File: config.mk
export PLATFORM = sky130hd
export DESIGN_NAME = tage_history_unit_flat
export DESIGN_NICKNAME = d
export VERILOG_FILES = /design/src/rtl/tage_history_unit_if.sv /design/src/rtl/tage_history_unit.sv /design/src/flat_wrapper.sv
export SDC_FILE = /design/constraint.sdc
export NUM_CORES = 2
export LEC_CHECK = 0
export CAP_MARGIN = 20
export CORE_ASPECT_RATIO = 0.75
export CORE_MARGIN = 3
export CORE_UTILIZATION = 35
export DETAILED_ROUTE_END_ITERATION = 7
export HOLD_SLACK_MARGIN = 0.15
export MAX_ROUTING_LAYER = met4
export SETUP_SLACK_MARGIN = 0.2
export SLEW_MARGIN = 40
export SYNTH_ARGS = -nofsm -noshare
export SYNTH_HDL_FRONTEND = slang
export SYNTH_SLANG_ARGS = --single-unit
File: constraint.sdc
create_clock -name clk -period 4.8 [get_ports clk]
set_input_delay 0.96 -clock clk [delete_from_list [all_inputs] [get_ports clk]]
set_output_delay 0.96 -clock clk [all_outputs]
set_load 0.01 [all_outputs]
File: src/rtl/tage_history_unit_if.sv
// Handshake and history bus between fetch-side TAGE logic and
// the speculative history unit.
interface tage_history_unit_if #(
  parameter int TABLE_NUM   = 4,
  parameter int GHR_LEN     = 64,
  parameter int INDEX_WIDTH = 10,
  parameter int TAG_WIDTH   = 9,
  parameter int ADDR_WIDTH  = 32
);
  logic                               i_pred_valid;
  logic                               i_pred_outcome;
  logic [ADDR_WIDTH-1:0]              i_pred_pc;
  logic                               o_pred_ready;
  logic [GHR_LEN-1:0]                 o_ghr;
  logic [TABLE_NUM*INDEX_WIDTH-1:0]   o_csr_idx;
  logic [TABLE_NUM*TAG_WIDTH-1:0]     o_csr_tag;
  logic [TABLE_NUM*(TAG_WIDTH-1)-1:0] o_csr_tag2;
  logic                               i_fb_valid;
  logic                               i_fb_outcome;
  logic                               i_fb_mispredict;
  logic                               o_fb_head_valid;
  logic [TABLE_NUM*INDEX_WIDTH-1:0]   o_csr_idx_feed;
  logic [TABLE_NUM*TAG_WIDTH-1:0]     o_csr_tag_feed;
  logic [TABLE_NUM*(TAG_WIDTH-1)-1:0] o_csr_tag2_feed;

  modport slave (
    input  i_pred_valid, i_pred_outcome, i_pred_pc,
    input  i_fb_valid, i_fb_outcome, i_fb_mispredict,
    output o_pred_ready, o_ghr,
    output o_csr_idx, o_csr_tag, o_csr_tag2,
    output o_fb_head_valid,
    output o_csr_idx_feed, o_csr_tag_feed, o_csr_tag2_feed
  );

  modport master (
    output i_pred_valid, i_pred_outcome, i_pred_pc,
    output i_fb_valid, i_fb_outcome, i_fb_mispredict,
    input  o_pred_ready, o_ghr,
    input  o_csr_idx, o_csr_tag, o_csr_tag2,
    input  o_fb_head_valid,
    input  o_csr_idx_feed, o_csr_tag_feed, o_csr_tag2_feed
  );
endinterface

File: src/rtl/tage_history_unit.sv
// Speculative GHR + folded histories with per-branch checkpoints.
// Optional path history: define TAGE_PATH_HIST_EN.
module tage_history_unit #(
  parameter int TABLE_NUM   = 4,
  parameter int GHR_LEN     = 64,
  parameter int MIN_HIST    = 8,
  parameter int INDEX_WIDTH = 10,
  parameter int TAG_WIDTH   = 9,
  parameter int DEPTH       = 8,
  parameter int ADDR_WIDTH  = 32
) (
  input logic clk,
  input logic rst_n,
  tage_history_unit_if.slave bus
);
  localparam int IW  = INDEX_WIDTH;
  localparam int TW  = TAG_WIDTH;
  localparam int T2W = TAG_WIDTH - 1;
  localparam int IB  = TABLE_NUM * IW;
  localparam int TB  = TABLE_NUM * TW;
  localparam int T2B = TABLE_NUM * T2W;
  localparam int PW  = (DEPTH > 1) ? $clog2(DEPTH) : 1;
  localparam logic [PW:0] FULL = (PW+1)'(DEPTH);

  typedef struct packed {
    logic [GHR_LEN-1:0] ghr;
    logic [IB-1:0]      idx;
    logic [TB-1:0]      tag;
    logic [T2B-1:0]     tag2;
`ifdef TAGE_PATH_HIST_EN
    logic [15:0]        phist;
`endif
  } hist_t;

  hist_t         cur_q, cur_d;
  hist_t         mem_q [DEPTH];
  hist_t         head;
  logic [PW-1:0] wr_q, wr_d;
  logic [PW-1:0] rd_q, rd_d;
  logic [PW:0]   cnt_q, cnt_d;
  logic          head_valid, ready;
  logic          fb_any, mis, pop, push;
  logic          unused_pc;

`ifdef TAGE_PATH_HIST_EN
  logic          pcb_q [DEPTH];
`endif

  // Rotate each fold, inject the new bit, retire the bit leaving L_g.
  function automatic hist_t shift_in(hist_t s, logic b);
    hist_t          r;
    logic [IW-1:0]  ci;
    logic [TW-1:0]  ct;
    logic [T2W-1:0] c2;
    int             l;
    r = s;
    r.ghr = {s.ghr[GHR_LEN-2:0], b};
    for (int g = 0; g < TABLE_NUM; g++) begin
      l = MIN_HIST << g;
      ci = s.idx[g*IW +: IW];
      ci = {ci[IW-2:0], ci[IW-1]};
      ci[0] = ci[0] ^ b;
      ci[l % IW] = ci[l % IW] ^ s.ghr[l-1];
      r.idx[g*IW +: IW] = ci;
      ct = s.tag[g*TW +: TW];
      ct = {ct[TW-2:0], ct[TW-1]};
      ct[0] = ct[0] ^ b;
      ct[l % TW] = ct[l % TW] ^ s.ghr[l-1];
      r.tag[g*TW +: TW] = ct;
      c2 = s.tag2[g*T2W +: T2W];
      c2 = {c2[T2W-2:0], c2[T2W-1]};
      c2[0] = c2[0] ^ b;
      c2[l % T2W] = c2[l % T2W] ^ s.ghr[l-1];
      r.tag2[g*T2W +: T2W] = c2;
    end
    return r;
  endfunction

  assign unused_pc  = ^bus.i_pred_pc;
  assign head       = mem_q[rd_q];
  assign head_valid = (cnt_q != '0);
  assign ready      = (cnt_q != FULL);

  assign fb_any = bus.i_fb_valid & head_valid;
  assign mis    = fb_any & bus.i_fb_mispredict;
  assign pop    = fb_any & ~bus.i_fb_mispredict;
  assign push   = bus.i_pred_valid & ready &
                  ~(bus.i_fb_valid & bus.i_fb_mispredict);

  always_comb begin
    cur_d = cur_q;
    wr_d  = wr_q;
    rd_d  = rd_q;
    cnt_d = cnt_q;
    if (mis) begin
      cur_d = shift_in(head, bus.i_fb_outcome);
`ifdef TAGE_PATH_HIST_EN
      cur_d.phist = {head.phist[14:0], pcb_q[rd_q]};
`endif
      wr_d  = '0;
      rd_d  = '0;
      cnt_d = '0;
    end else begin
      if (push) begin
        cur_d = shift_in(cur_q, bus.i_pred_outcome);
`ifdef TAGE_PATH_HIST_EN
        cur_d.phist = {cur_q.phist[14:0], bus.i_pred_pc[2]};
`endif
        wr_d = wr_q + PW'(1);
      end
      if (pop) begin
        rd_d = rd_q + PW'(1);
      end
      cnt_d = cnt_q + (PW+1)'(push) - (PW+1)'(pop);
    end
  end

  always_ff @(posedge clk or negedge rst_n) begin
    if (!rst_n) begin
      cur_q <= '0;
      wr_q  <= '0;
      rd_q  <= '0;
      cnt_q <= '0;
      for (int i = 0; i < DEPTH; i++) begin
        mem_q[i] <= '0;
`ifdef TAGE_PATH_HIST_EN
        pcb_q[i] <= 1'b0;
`endif
      end
    end else begin
      cur_q <= cur_d;
      wr_q  <= wr_d;
      rd_q  <= rd_d;
      cnt_q <= cnt_d;
      if (push && !mis) begin
        mem_q[wr_q] <= cur_q;
`ifdef TAGE_PATH_HIST_EN
        pcb_q[wr_q] <= bus.i_pred_pc[2];
`endif
      end
    end
  end

`ifdef SIMULATION
  always_ff @(posedge clk) begin
    if (rst_n && bus.i_fb_valid && !head_valid)
      $error("tage_history_unit: resolve with no branch in flight");
  end
`endif

  assign bus.o_pred_ready    = ready;
  assign bus.o_fb_head_valid = head_valid;
  assign bus.o_ghr           = cur_q.ghr;
  assign bus.o_csr_tag       = cur_q.tag;
  assign bus.o_csr_tag2      = cur_q.tag2;
  assign bus.o_csr_tag_feed  = head.tag;
  assign bus.o_csr_tag2_feed = head.tag2;
`ifdef TAGE_PATH_HIST_EN
  assign bus.o_csr_idx      = cur_q.idx ^ {TABLE_NUM{cur_q.phist[IW-1:0]}};
  assign bus.o_csr_idx_feed = head.idx ^ {TABLE_NUM{head.phist[IW-1:0]}};
`else
  assign bus.o_csr_idx      = cur_q.idx;
  assign bus.o_csr_idx_feed = head.idx;
`endif

endmodule

File: src/flat_wrapper.sv
// flat-port wrapper written by rule: the top's interface ports become plain ports
module tage_history_unit_flat 
#(
  parameter int TABLE_NUM   = 4,
  parameter int GHR_LEN     = 64,
  parameter int MIN_HIST    = 8,
  parameter int INDEX_WIDTH = 10,
  parameter int TAG_WIDTH   = 9,
  parameter int DEPTH       = 8,
  parameter int ADDR_WIDTH  = 32
)
  (clk, rst_n, bus_i_pred_valid, bus_i_pred_outcome, bus_i_pred_pc, bus_i_fb_valid, bus_i_fb_outcome, bus_i_fb_mispredict, bus_o_pred_ready, bus_o_ghr, bus_o_csr_idx, bus_o_csr_tag, bus_o_csr_tag2, bus_o_fb_head_valid, bus_o_csr_idx_feed, bus_o_csr_tag_feed, bus_o_csr_tag2_feed);
  tage_history_unit_if #(.TABLE_NUM(TABLE_NUM), .GHR_LEN(GHR_LEN), .INDEX_WIDTH(INDEX_WIDTH), .TAG_WIDTH(TAG_WIDTH), .ADDR_WIDTH(ADDR_WIDTH)) bus_i ();
  input logic clk;
  input logic rst_n;
  input wire logic [$bits(bus_i.i_pred_valid)-1:0] bus_i_pred_valid;
  input wire logic [$bits(bus_i.i_pred_outcome)-1:0] bus_i_pred_outcome;
  input wire logic [$bits(bus_i.i_pred_pc)-1:0] bus_i_pred_pc;
  input wire logic [$bits(bus_i.i_fb_valid)-1:0] bus_i_fb_valid;
  input wire logic [$bits(bus_i.i_fb_outcome)-1:0] bus_i_fb_outcome;
  input wire logic [$bits(bus_i.i_fb_mispredict)-1:0] bus_i_fb_mispredict;
  output wire logic [$bits(bus_i.o_pred_ready)-1:0] bus_o_pred_ready;
  output wire logic [$bits(bus_i.o_ghr)-1:0] bus_o_ghr;
  output wire logic [$bits(bus_i.o_csr_idx)-1:0] bus_o_csr_idx;
  output wire logic [$bits(bus_i.o_csr_tag)-1:0] bus_o_csr_tag;
  output wire logic [$bits(bus_i.o_csr_tag2)-1:0] bus_o_csr_tag2;
  output wire logic [$bits(bus_i.o_fb_head_valid)-1:0] bus_o_fb_head_valid;
  output wire logic [$bits(bus_i.o_csr_idx_feed)-1:0] bus_o_csr_idx_feed;
  output wire logic [$bits(bus_i.o_csr_tag_feed)-1:0] bus_o_csr_tag_feed;
  output wire logic [$bits(bus_i.o_csr_tag2_feed)-1:0] bus_o_csr_tag2_feed;
  assign bus_i.i_pred_valid = bus_i_pred_valid;
  assign bus_i.i_pred_outcome = bus_i_pred_outcome;
  assign bus_i.i_pred_pc = bus_i_pred_pc;
  assign bus_i.i_fb_valid = bus_i_fb_valid;
  assign bus_i.i_fb_outcome = bus_i_fb_outcome;
  assign bus_i.i_fb_mispredict = bus_i_fb_mispredict;
  assign bus_o_pred_ready = bus_i.o_pred_ready;
  assign bus_o_ghr = bus_i.o_ghr;
  assign bus_o_csr_idx = bus_i.o_csr_idx;
  assign bus_o_csr_tag = bus_i.o_csr_tag;
  assign bus_o_csr_tag2 = bus_i.o_csr_tag2;
  assign bus_o_fb_head_valid = bus_i.o_fb_head_valid;
  assign bus_o_csr_idx_feed = bus_i.o_csr_idx_feed;
  assign bus_o_csr_tag_feed = bus_i.o_csr_tag_feed;
  assign bus_o_csr_tag2_feed = bus_i.o_csr_tag2_feed;
  tage_history_unit #(.TABLE_NUM(TABLE_NUM), .GHR_LEN(GHR_LEN), .MIN_HIST(MIN_HIST), .INDEX_WIDTH(INDEX_WIDTH), .TAG_WIDTH(TAG_WIDTH), .DEPTH(DEPTH), .ADDR_WIDTH(ADDR_WIDTH)) u_core (.clk(clk), .rst_n(rst_n), .bus(bus_i));
endmodule
==> run metrics <==
final hold violations 0; Reg clk slew, reported paths 0.06 ns; TritonCTS clock tree done; IO buf count 288; initial antenna violation count 8; unrepaired setup endpoints after global routing false; fin util approximately two fifths; FF-to-FF Start u_core.rd_q[0]$_DFFE_PN0P_; full die area slightly above 0.2 mm^2; DRT Pass-1 Iters 5; clk root buf clkbuf_16; Core Area roughly 0.20 mm^2; CP Max Fanout 48; pwr/cell area slightly above 700 mW/mm^2; Distinct cells, synth 41; Achievable Freq around 0.23 GHz; Comb pwr share between 30% and 40%; Clock Latency Late Sink roughly 0.79 ns; largest net degree at the start of global routing between 100 and 150; area leader, netlist dfrtp_1; total clock sinks between 1.5k and 2k; total grt overflow 0; top cells by area, synth dfrtp_1 56%, mux2_1 18%, mux4_2 11%; Worst Hold Class register to register; syn_nets 4587; vias per cell 5.30; vias in the first global route ~42k; post-DP HPWL roughly 110 mm; VDD IR-drop max between 0.3 and 0.4 mV; Final #Nets roughly 4.7k; top_reg_cell synth dfrtp_1; final setup TNS 0 ns; total track usage approximately a fifth; Die Wd 523 um; Final period util a little over 90%; Crit. End Element output port; WS Path Type register to output port; dominant cell by count in the synthesized netlist dfrtp_1; worst hold start u_core.mem_q[949]$_DFFE_PN0P_; CP Data Arrival Time about 3.5 ns; drt drc 0; final setup vio count 0; Post-Syn Instances 4539; CTS Buf Count 167; # rows ~140; Critical path origin u_core.rd_q[0]$_DFFE_PN0P_; Area growth syn-to-layout 16.0%; Max-cap violations 0; Worst EP required roughly 3.8 ns; leak pwr between 30 and 40 nW; Mapped Area 0.0702 mm^2; Clk pwr share ~22%; crit path time final approximately 4.4 ns; worst slew pin tran about 0.84 ns; slew margin rel. 44.0%; cell-internal power ~38 mW; FF+latch count, synth 1558; Starting DRT DRC Count between 2k and 3k; Ys Warns 0; share of cells above drive strength 1 roughly 23%; Sequential Power Share between 30% and 40%; first-pass GRT wire length around 280 mm; Initial Util 35.4%; Max Slew Vio Count 0; status complete, no violations; Avg Cell Area, Syn 15.5 um^2; Startpoint Class register; Post-synth top cells 1558 x dfrtp_1, 1106 x mux2_1, 379 x mux2_2; total number of vias around 40k; final wirelength 186 mm; die extent in y roughly 400 um; clk buf depth 3; Net Sw Power approximately 20 mW; Post-DRT Antenna Nets 0; htree depth 4; Switching Fraction 34.2%; Synth top area share between 50% and 60%; WL per Instance around 25 um; RePlAce Congestion a little over 0.7; skew final between 0.03 and 0.04 ns; register area share after synthesis between 50% and 60%; Post-synth EDFFs 0; Top Ports between 300 and 400; asr flop ratio synth between 90% and 100%
==> final timing paths <==
check	to	slack, ns	cells after the start
max	bus_o_csr_idx_feed[15]	0.37	5
min	u_core.mem_q[949]$_DFFE_PN0P_	0.48	1
max reg2reg	u_core.bus.o_ghr[20]$_DFFE_PN0P_	1.74	7
min reg2reg	u_core.mem_q[949]$_DFFE_PN0P_	0.48	1
max in group asynchronous	u_core.mem_q[643]$_DFFE_PN0P_	2.54	5
min in group asynchronous	u_core.mem_q[1261]$_DFFE_PN0P_	0.73	2
==> metrics by stage <==
stage	worst slack (ns)	power (mW)	hold slack (ns)	cell area (um^2)	instances
after floorplan	2.01	36.0	0.452	70200	4539
after detailed placement	0.882	45.8	0.469	75800	7153
after CTS	0.204	59.2	0.481	81300	7450
final	0.369	58.3	0.478	81400	7455
after global placement	0.823	45.1	0.462	75600	7149
after global routing	0.201	61.8	0.487	81400	7455
==> area by class of cell <==
| cell class | instances | area (um^2) |
|---|---|---|
| diodes | 3 | 7.51 |
| clock buffers | 244 | 4860 |
| clock inverters | 52 | 684 |
| fillers | 17870 | 117000 |
| inverters | 79 | 304 |
| multi-input cells | 2474 | 28700 |
| flip-flops and latches | 1558 | 39000 |
| well taps | 2645 | 3310 |
| repair buffers | 400 | 4520 |
==> layer usage <==
layer / vias to the layer above / part of all wire [%] / routed length [um] / global-route usage [%]
li1: 16966 / - / - / -
met1: 21588 / 46 / 86100 / 25.5
met2: 733 / 47 / 87200 / 28.7
met3: 238 / 4.5 / 8470 / 3.46
met4: 0 / 2.5 / 4570 / 4.75
met5: - / 0 / 0 / -
==> layout by cell type (no fill, tap or decap), drive strengths merged, types with 26 or more instances in the layout <==
master,synthesis,layout
dfrtp,1558,1558
mux2,1485,1485
mux4,344,344
clkdlybuf4s50,0,285
clkbuf,105,244
nand2,176,176
buf,323,114
inv,79,85
nor2,73,73
a211oi,72,72
a31oi,62,62
nor2b,61,61
mux2i,44,44
clkinv,0,33
a221oi,31,31
xor2,26,26
==> power by group through the flow <==
stage	Clock, mW	Combinational [mW]	Sequential [mW]
after global routing	14.0	23.7	24.1
final	13.1	22.0	23.2
after floorplan	0	14.7	21.2
after global placement	0	22.0	23.1
after detailed placement	0	22.4	23.4
after CTS	13.5	22.5	23.2
==> timing repair <==
item | CTS | global route
resized for setup | 1 | 2
buffers inserted | 0 | 0
hold buffers | 1 | 0
endpoints found under the setup margin | 1 | 14
hold endpoints to repair | 57 | 0
==> sequential cells by signal, summed over array words and instances (netlist names) <==
name	count
u_core.mem_q	1376
u_core.bus.o_ghr	64
u_core.bus.o_csr_idx	40
u_core.bus.o_csr_tag	36
u_core.bus.o_csr_tag2	32
u_core.cnt_q	4
u_core.rd_q	3
u_core.wr_q	3
==> worst max-delay path, cell delays in order (launching register included) <==
cell,delay (ns)
dfrtp_4,0.54
buf_12,0.25
buf_16,0.36
mux4_2,0.56
mux2_2,0.31
clkdlybuf4s50_1,0.62
==> kinds of logic (layout without fill, tap and decap cells) <==
logic type | Yosys count | count (layout) | synth area share [%]
simple gates | 327 | 327 | 2.05
fa+ha+maj | 9 | 9 | 0.171
xor+xnor | 49 | 49 | 0.697
flops | 1558 | 1558 | 55.6
mux | 1873 | 1873 | 35.5
buf+inv | 507 | 775 | 3.63
other cells | 0 | 3 | 0
compound gates | 216 | 216 | 2.37
(Power assumes the default switching activity.)
